==> config.mk <==
export PLATFORM = sky130hd
export DESIGN_NAME = uart_tx_engine
export DESIGN_NICKNAME = d
export VERILOG_FILES = /design/src/rtl/uart_pkg.sv /design/src/rtl/uart_baud_cnt.sv /design/src/rtl/uart_tx_engine.sv
export SDC_FILE = /design/constraint.sdc
export NUM_CORES = 1
export LEC_CHECK = 0
export CAP_MARGIN = 15
export CORE_MARGIN = 2
export CORE_UTILIZATION = 45
export DETAILED_ROUTE_END_ITERATION = 10
export PLACE_DENSITY = 0.67
export SETUP_SLACK_MARGIN = 0.02
export SYNTH_ARGS = -nofsm -noshare
export SYNTH_HDL_FRONTEND = slang
export SYNTH_SLANG_ARGS = --single-unit
==> constraint.sdc <==
create_clock -name clk -period 6.45 [get_ports clk]
set_clock_uncertainty 0.1 [all_clocks]
set_input_delay 0.9675 -clock clk [delete_from_list [all_inputs] [get_ports clk]]
set_output_delay 0.9675 -clock clk [all_outputs]
set_load 0.02 [all_outputs]
==> src/rtl/uart_pkg.sv <==
// -----------------------------------------------------------------------------
// uart_pkg
// Shared definitions for the UART register file and the transmit/receive
// engines. Holds the transmit FSM state encoding, the bit positions inside the
// 3-bit uart_mode field, and the smallest legal clocks-per-bit value.
// -----------------------------------------------------------------------------
package uart_pkg;

  typedef enum logic [2:0] {
    IDLE,
    START,
    DATA,
    PARITY,
    STOP
  } tx_state_e;

  localparam int MODE_W       = 3;
  localparam int MODE_PAR_EN  = 0;  // 1 = parity bit present
  localparam int MODE_PAR_ODD = 1;  // 1 = odd parity, 0 = even parity
  localparam int MODE_STOP2   = 2;  // 1 = two stop bits

  localparam int MIN_RATE = 2;

  // Parity bit on the line: even parity is the XOR of the data bits,
  // odd parity is its inverse.
  function automatic logic parity_bit(input logic data_xor, input logic odd);
    return data_xor ^ odd;
  endfunction

endpackage

==> src/rtl/uart_baud_cnt.sv <==
// -----------------------------------------------------------------------------
// uart_baud_cnt
// Loadable down-counter that times one bit period. Loading with rate-1 makes
// tick fire after exactly 'rate' clocks. The count holds at zero rather than
// wrapping, so tick stays high until the next load.
//
// Ports:
//   clk      in   system clock
//   rst_n    in   asynchronous active-low reset (count -> 0)
//   load     in   load load_val on the next edge
//   load_val in   WIDTH  value to load
//   tick     out  count is zero
// -----------------------------------------------------------------------------
module uart_baud_cnt #(
  parameter int WIDTH = 16
) (
  input  logic             clk,
  input  logic             rst_n,
  input  logic             load,
  input  logic [WIDTH-1:0] load_val,
  output logic             tick
);

  logic [WIDTH-1:0] r_count;

  always_ff @(posedge clk or negedge rst_n) begin
    if (!rst_n) begin
      r_count <= '0;
    end else if (load) begin
      r_count <= load_val;
    end else if (r_count != '0) begin
      r_count <= r_count - 1'b1;
    end
  end

  assign tick = (r_count == '0);

endmodule

==> src/rtl/uart_tx_engine.sv <==
// -----------------------------------------------------------------------------
// uart_tx_engine
// Serialises bytes from a valid/ready port into UART frames
// (start, DATA_WIDTH data bits LSB first, optional parity, 1 or 2 stop bits).
// Frame format and clocks-per-bit are captured at accept, so register-file
// updates mid-frame only affect the next frame.
//
// Ports:
//   clk, rst_n    clock, asynchronous active-low reset
//   uart_enable   transmit enable from the register file
//   uart_mode     [2:0] parity enable / odd parity / two stop bits
//   uart_rate     [RATE_WIDTH-1:0] clocks per bit
//   tx_valid      byte offered
//   tx_data       [DATA_WIDTH-1:0] byte to send
//   tx_ready      engine can accept a byte (combinational)
//   tx            serial line, idles high (registered)
//   uart_busy     frame in progress (registered)
//   uart_error    illegal request seen last cycle (registered)
//   update_ok     register file may commit the baud shadow (combinational)
// -----------------------------------------------------------------------------
module uart_tx_engine
  import uart_pkg::*;
#(
  parameter int DATA_WIDTH = 8,
  parameter int RATE_WIDTH = 16,
  parameter int MIN_RATE   = uart_pkg::MIN_RATE
) (
  input  logic                  clk,
  input  logic                  rst_n,
  input  logic                  uart_enable,
  input  logic [MODE_W-1:0]     uart_mode,
  input  logic [RATE_WIDTH-1:0] uart_rate,
  input  logic                  tx_valid,
  input  logic [DATA_WIDTH-1:0] tx_data,
  output logic                  tx_ready,
  output logic                  tx,
  output logic                  uart_busy,
  output logic                  uart_error,
  output logic                  update_ok
);

  localparam int BIT_CNT_W = (DATA_WIDTH > 1) ? $clog2(DATA_WIDTH) : 1;

  tx_state_e             r_state;
  tx_state_e             w_state_nxt;
  logic [DATA_WIDTH-1:0] r_shift;
  logic [RATE_WIDTH-1:0] r_rate;
  logic                  r_par_en;
  logic                  r_stop2;
  logic                  r_parity;
  logic [BIT_CNT_W-1:0]  r_bit_cnt;
  logic                  r_stop2_done;
  logic                  r_tx;
  logic                  r_busy;
  logic                  r_error;

  logic                  w_rate_ok;
  logic                  w_accept;
  logic                  w_tick;
  logic                  w_load;
  logic [RATE_WIDTH-1:0] w_load_val;
  logic                  w_tx_nxt;
  logic                  w_busy_nxt;
  logic                  w_shift;
  logic                  w_bit_clr;
  logic                  w_bit_inc;
  logic                  w_stop2_set;

  assign w_rate_ok  = (uart_rate >= RATE_WIDTH'(MIN_RATE));
  assign tx_ready   = (r_state == IDLE) && uart_enable && w_rate_ok;
  assign w_accept   = tx_valid && tx_ready;
  assign update_ok  = (r_state == IDLE) && !tx_valid;

  assign tx         = r_tx;
  assign uart_busy  = r_busy;
  assign uart_error = r_error;

  uart_baud_cnt #(
    .WIDTH(RATE_WIDTH)
  ) u_baud_cnt (
    .clk     (clk),
    .rst_n   (rst_n),
    .load    (w_load),
    .load_val(w_load_val),
    .tick    (w_tick)
  );

  always_ff @(posedge clk or negedge rst_n) begin
    if (!rst_n) begin
      r_state <= IDLE;
    end else begin
      r_state <= w_state_nxt;
    end
  end

  // tx is registered from the value of the bit being entered, so the line
  // changes on the same edge as the state and the start edge appears one
  // cycle after accept.
  always_comb begin
    w_state_nxt = r_state;
    w_load      = 1'b0;
    w_load_val  = r_rate - 1'b1;
    w_tx_nxt    = r_tx;
    w_busy_nxt  = r_busy;
    w_shift     = 1'b0;
    w_bit_clr   = 1'b0;
    w_bit_inc   = 1'b0;
    w_stop2_set = 1'b0;
    unique case (r_state)
      IDLE: begin
        if (w_accept) begin
          w_state_nxt = START;
          w_load      = 1'b1;
          w_load_val  = uart_rate - 1'b1;  // r_rate not yet captured
          w_tx_nxt    = 1'b0;
          w_busy_nxt  = 1'b1;
        end
      end
      START: begin
        if (w_tick) begin
          w_state_nxt = DATA;
          w_load      = 1'b1;
          w_tx_nxt    = r_shift[0];
          w_shift     = 1'b1;
          w_bit_clr   = 1'b1;
        end
      end
      DATA: begin
        if (w_tick) begin
          w_load = 1'b1;
          if (r_bit_cnt == BIT_CNT_W'(DATA_WIDTH - 1)) begin
            if (r_par_en) begin
              w_state_nxt = PARITY;
              w_tx_nxt    = r_parity;
            end else begin
              w_state_nxt = STOP;
              w_tx_nxt    = 1'b1;
            end
          end else begin
            w_tx_nxt  = r_shift[0];
            w_shift   = 1'b1;
            w_bit_inc = 1'b1;
          end
        end
      end
      PARITY: begin
        if (w_tick) begin
          w_state_nxt = STOP;
          w_load      = 1'b1;
          w_tx_nxt    = 1'b1;
        end
      end
      STOP: begin
        if (w_tick) begin
          // Second stop bit reuses the STOP state for one more period.
          if (r_stop2 && !r_stop2_done) begin
            w_load      = 1'b1;
            w_stop2_set = 1'b1;
          end else begin
            w_state_nxt = IDLE;
            w_busy_nxt  = 1'b0;
          end
        end
      end
      default: w_state_nxt = IDLE;
    endcase
  end

  always_ff @(posedge clk or negedge rst_n) begin
    if (!rst_n) begin
      r_tx         <= 1'b1;
      r_busy       <= 1'b0;
      r_error      <= 1'b0;
      r_bit_cnt    <= '0;
      r_stop2_done <= 1'b0;
    end else begin
      r_tx    <= w_tx_nxt;
      r_busy  <= w_busy_nxt;
      // A request that cannot be accepted while idle; tx_valid stays pending.
      r_error <= tx_valid && (r_state == IDLE) && !(uart_enable && w_rate_ok);
      if (w_bit_clr) begin
        r_bit_cnt <= '0;
      end else if (w_bit_inc) begin
        r_bit_cnt <= r_bit_cnt + 1'b1;
      end
      if (w_accept) begin
        r_stop2_done <= 1'b0;
      end else if (w_stop2_set) begin
        r_stop2_done <= 1'b1;
      end
    end
  end

  // Frame payload: only meaningful between accept and the end of STOP.
  always_ff @(posedge clk) begin
    if (w_accept) begin
      r_shift  <= tx_data;
      r_rate   <= uart_rate;
      r_par_en <= uart_mode[MODE_PAR_EN];
      r_stop2  <= uart_mode[MODE_STOP2];
      r_parity <= parity_bit(^tx_data, uart_mode[MODE_PAR_ODD]);
    end else if (w_shift) begin
      r_shift <= r_shift >> 1;
    end
  end

endmodule

## Yosys cells after proc, flatten, opt, wreduce, memory -nomap -nowiden

Index checks and enable logic that the tools add are counted.

- Register bits after elaboration: 53
- Input port bits: 31
- Output and inout bits: 5
- Logic and storage cells: 96

- Add/subtract/negate cells: 4
- Order comparisons: 1
- Eq/ne operators: 12
- Muxes and demuxes: 41
- Bitwise logic cells: 1
- Reductions and logical operators: 25

Operators by type and width:

| cell | count |
|---|---|
| 2-to-1 mux 16 bit | 4 |
| subtractor 16 x 1 -> 16 bit, second input constant | 3 |
| 2-to-1 mux 3 bit | 10 |
| 2-to-1 mux 1 bit | 20 |
| >= comparator 16 x 2 -> 1 bit, second input constant | 1 |
| logical NOT 16 bit | 1 |
| 2-to-1 mux 8 bit | 2 |
| nonzero test 16 bit | 1 |
| case mux 3 bit (5 select lines) | 1 |
| nonzero test 2 bit | 5 |
| logical AND 1 bit | 8 |
| != test 2 x 1 -> 1 bit, second input constant | 4 |
| XOR reduction 8 bit | 1 |
| AND reduction 7 bit | 1 |
| == test 3 x 2 -> 1 bit, second input constant | 2 |
| == test 3 bit, second input constant | 2 |
| != test 2 bit, second input constant | 3 |
| AND reduction 5 bit | 1 |
| case mux 1 bit (2 select lines) | 2 |
| case mux 1 bit (4 select lines) | 1 |
| AND reduction 4 bit | 1 |
| nonzero test 4 bit | 1 |
| adder 3 x 1 -> 3 bit, second input constant | 1 |
| == test 3 x 1 -> 1 bit, second input constant | 1 |
| 5 further kinds | 7 |

## Logic depth before layout (Yosys ltp)

- Depth after elaboration: 7
- Mapped depth: 8
- Mapped depth without buffers: 7

## Modules after synthesis

A second synthesis with hierarchy kept.

- Cell total of the unflattened synthesis: 337
- Area total of the unflattened synthesis: 3316.9 um^2

Modules (own cells, without submodules):

| module | times used | cells an instance | area an instance (um^2) | sequential area each (um^2) |
|---|---|---|---|---|
| uart_tx_engine | 1 | 233 | 2311.0 | 1062.3 |
| uart_baud_cnt | 1 | 104 | 1006.0 | 400.4 |

## Worst setup path before layout

OpenSTA, ideal clock, no wires.

- Path kind: input -> output
- Start: input uart_rate[12]
- End: output tx_ready
- Arrival time: 1977 ps
- Required time: 5382 ps
- Path slack: 3405 ps
- Cell stages on the path: 4
- Buffers on the path: 0
- Path through: or4_4 nor2_4 nand4_1 and3_1

- Cells in the longest elaborated chain, start to end: 2

RTL lines:

| item | line | source |
|---|---|---|
| start: declaration | uart_tx_engine.sv:32 | `input logic [RATE_WIDTH-1:0] uart_rate,` |
| >= comparator 16 x 2 -> 1 bit | uart_tx_engine.sv:69 | `assign w_rate_ok = (uart_rate >= RATE_WIDTH'(MIN_RATE));` |
| logical AND 1 bit | uart_tx_engine.sv:70 | `assign tx_ready = (r_state == IDLE) && uart_enable && w_rate_ok;` |
| end: declaration | uart_tx_engine.sv:35 | `output logic tx_ready,` |

Every way passes these cells.

## Worst setup path in the final report

Same ends and word-level chain as after synthesis.

==> reports/qor.txt <==
Status: complete, no violations
Final Max Slew Viols: 0
Ys async rst share: 49.06%
Fin Setup TNS: 0 ns
Detailed Routing Iterations Pass 1: 4
Placed insts: 446
Worst-Skew Late Latency: 0.30 ns
CTS H-tree lvls: 2
Routed WL: 7230 um
Die Height: 89.56 um
F_max: 239.6 MHz
Unrepaired setup endpoints after global routing: false
Initial core utilization: 45.91%
EDFF count, synth: 27
WP data required: 5.38 ns
Cell Rows: 31
LEAKAGE: 1.327 nW
GRT Total Usage: 19.44%
Final Non-Filler Cells: 454
Relative slew slack: 51.37%
Antenna violations before repair: 0
Largest net degree at the start of global routing: 46
Setup WS pre-CTS: 2.288 ns
Critical path class: primary input to output port
Max-cap viol count: 0
Grt met2 use: 30.35%
Post-synthesis area per instance: 10.36 um2
Final count of hold timing violations: 0
Most common cell in the netlist: nand2_1
First-pass GRT wire length: 11920 um
DRC: 0
Hold Path Class: flip-flop to flip-flop
Hold path depth: 2
Top cells by area, synth: edfxtp_1, dfrtp_1, xnor2_1
CP arrival: 3.11 ns
Mapped cell area: 0.003294 mm2
Initial drt markers: 120
Top cells by count, synth: nand2_1, edfxtp_1, xnor2_1
Clock Sinks: 53
Crit share post-route: 64.70%
Hold Buf Count CTS: 0
Startpoint Class: primary input
Die area: 0.008021 mm2
Met3 Use GR: 3.232%
Worst R2R Start: r_state[1]
Peak VDD IR: 0.0001072 V
Yosys top cell by area: edfxtp_1
Nets: 392
Worst r2r path cells: 5
Yosys cell types: 64
DR vias: 2526
Fin crit period: 4.173 ns
GRT busiest layer: met2
Post-CTS Repair Setup Buffers: 0
Count of state elements after synthesis: 53
Post-synth top flop: edfxtp_1
DR vias/cell: 5.564
Clock Pin Slew Worst Setup and Hold Paths: 0.09 ns
Met1 Usage GRT: 26.80%
Core Box Area: 0.007176 mm2
Placer congestion estimate: 0.8918
Share of cells above drive strength 1: 9.296%
Grt total ovfl: 0
Final ANT Viol Nets: 0
Hold_sp: r_stop2_done
DP Wirelength: 5368 um
Worst Tran Pin Value: 0.7239 ns
Drt wl/cell: 15.93 um
Pwr/cell area: 255.8 mW/mm2
PostCTS Resize Cnt: 0
Final Setup Violations: 0
Number of diodes: 0
Filler cell count: 655
Finished Core Util: 53.27%
Seq/Total Area, Yosys: 44.40%
Chip width: 89.56 um
Top-Level Pins: 36
Port bufs: 35
Area Overhead vs Synth: 16.03%
CP Max Fanout: 4
Setup crit start: uart_rate[12]
Vias in the first global route: 2475
Area of the multi-input gates: 0.001737 mm2
Root buf cell: clkbuf_8
Clock buffer depth: 2
Ys Warns: 0
Post-Synthesis Cells: 318
PnR worst setup slack: 2.277 ns
Syn nets: 356
CTS Buf Count: 5
TritonCTS clock tree: done
Sequential Area: 0.001463 mm2
Critical Path Sink Type: output port
Yosys top cell area share: 24.61%
final cells by class:
| cell class | count | area share, % |
|---|---|---|
| Tap cell | 99 | 3.241 |
| Multi-Input combinational cell | 245 | 45.43 |
| Sequential cell | 53 | 38.27 |
| Clock buffer | 8 | 2.357 |
| Timing Repair Buffer | 36 | 9.362 |
| Inverter | 13 | 1.342 |
cell families after synthesis:
family / synth area share (%)
AO/OA/AOI/OAI: 10.86
flip-flops: 44.40
buffers and inverters: 2.886
adder cells (fa/ha/maj): 2.658
multiplexers: 3.456
XOR/XNOR: 11.17
AND/OR/NAND/NOR: 24.57
final timing paths:
check                                    end  slack [ns]
worst max register to register    r_shift[2]        3.59
max in group asynchronous                 tx        5.04
worst max-delay path                tx_ready        2.28
min in group asynchronous       r_bit_cnt[1]        0.92
worst min register to register  r_stop2_done        0.40
worst min-delay path            r_stop2_done        0.40
worst max-delay path: stages:
cell             delay (ns)
clkdlybuf4s50_1        0.46
or4_4                  0.60
nor2_4                 0.12
nand4_1                0.17
and3_1                 0.24
clkdlybuf4s50_1        0.53
per-layer routing:
layer / up-vias / routed length (um)
met5: - / 0
met4: 0 / 182
met3: 15 / 228
met2: 44 / 3470
met1: 1223 / 3349
li1: 1244 / -
cells in the final DEF (no fill, tap or decap), types with 3 or more instances in the layout:
master and instances:
nand3b_1 4, clkbuf_8 6, nand3_1 7, o211ai_1 4
clkdlybuf4s50_1 35, edfxtp_1 27, or3_1 6, mux2i_1 8
xor2_1 16, ha_1 7, a22oi_1 3, mux2_2 3
nor2_1 21, nand4_1 6, nor3_4 3, inv_1 12
o21ai_0 10, a21oi_1 9, nand2_1 39, nor3_1 12
dfrtp_1 25, a31oi_1 3, o221ai_1 4, nor4_1 7
and2_1 3, xnor2_1 26
through the flow:
stage	power, mW	cell area (um2)	hold slack (ns)
after floorplan	0.6965	3294	0.3632
after detailed placement	0.7873	3732	0.3862
final	0.9776	3822	0.4039
after global routing	1.044	3822	0.4504
after global placement	0.7774	3732	0.3785
after CTS	0.9791	3822	0.4078
state kept, by name, summed over array words and instances, names as in the netlist:
register / cells
r_shift: 8
r_stop2_done: 1
uart_error: 1
r_bit_cnt: 3
uart_busy: 1
r_rate: 16
r_stop2: 1
tx: 1
u_baud_cnt.r_count: 16
r_par_en: 1
r_parity: 1
r_state: 3
power by group:
group          switching [mW]  total [mW]  internal, mW
logic                   0.147       0.290         0.142
registers              0.0759       0.494         0.418
clock network           0.106       0.194        0.0879
Note: power is estimated with default switching activity, not from simulation.
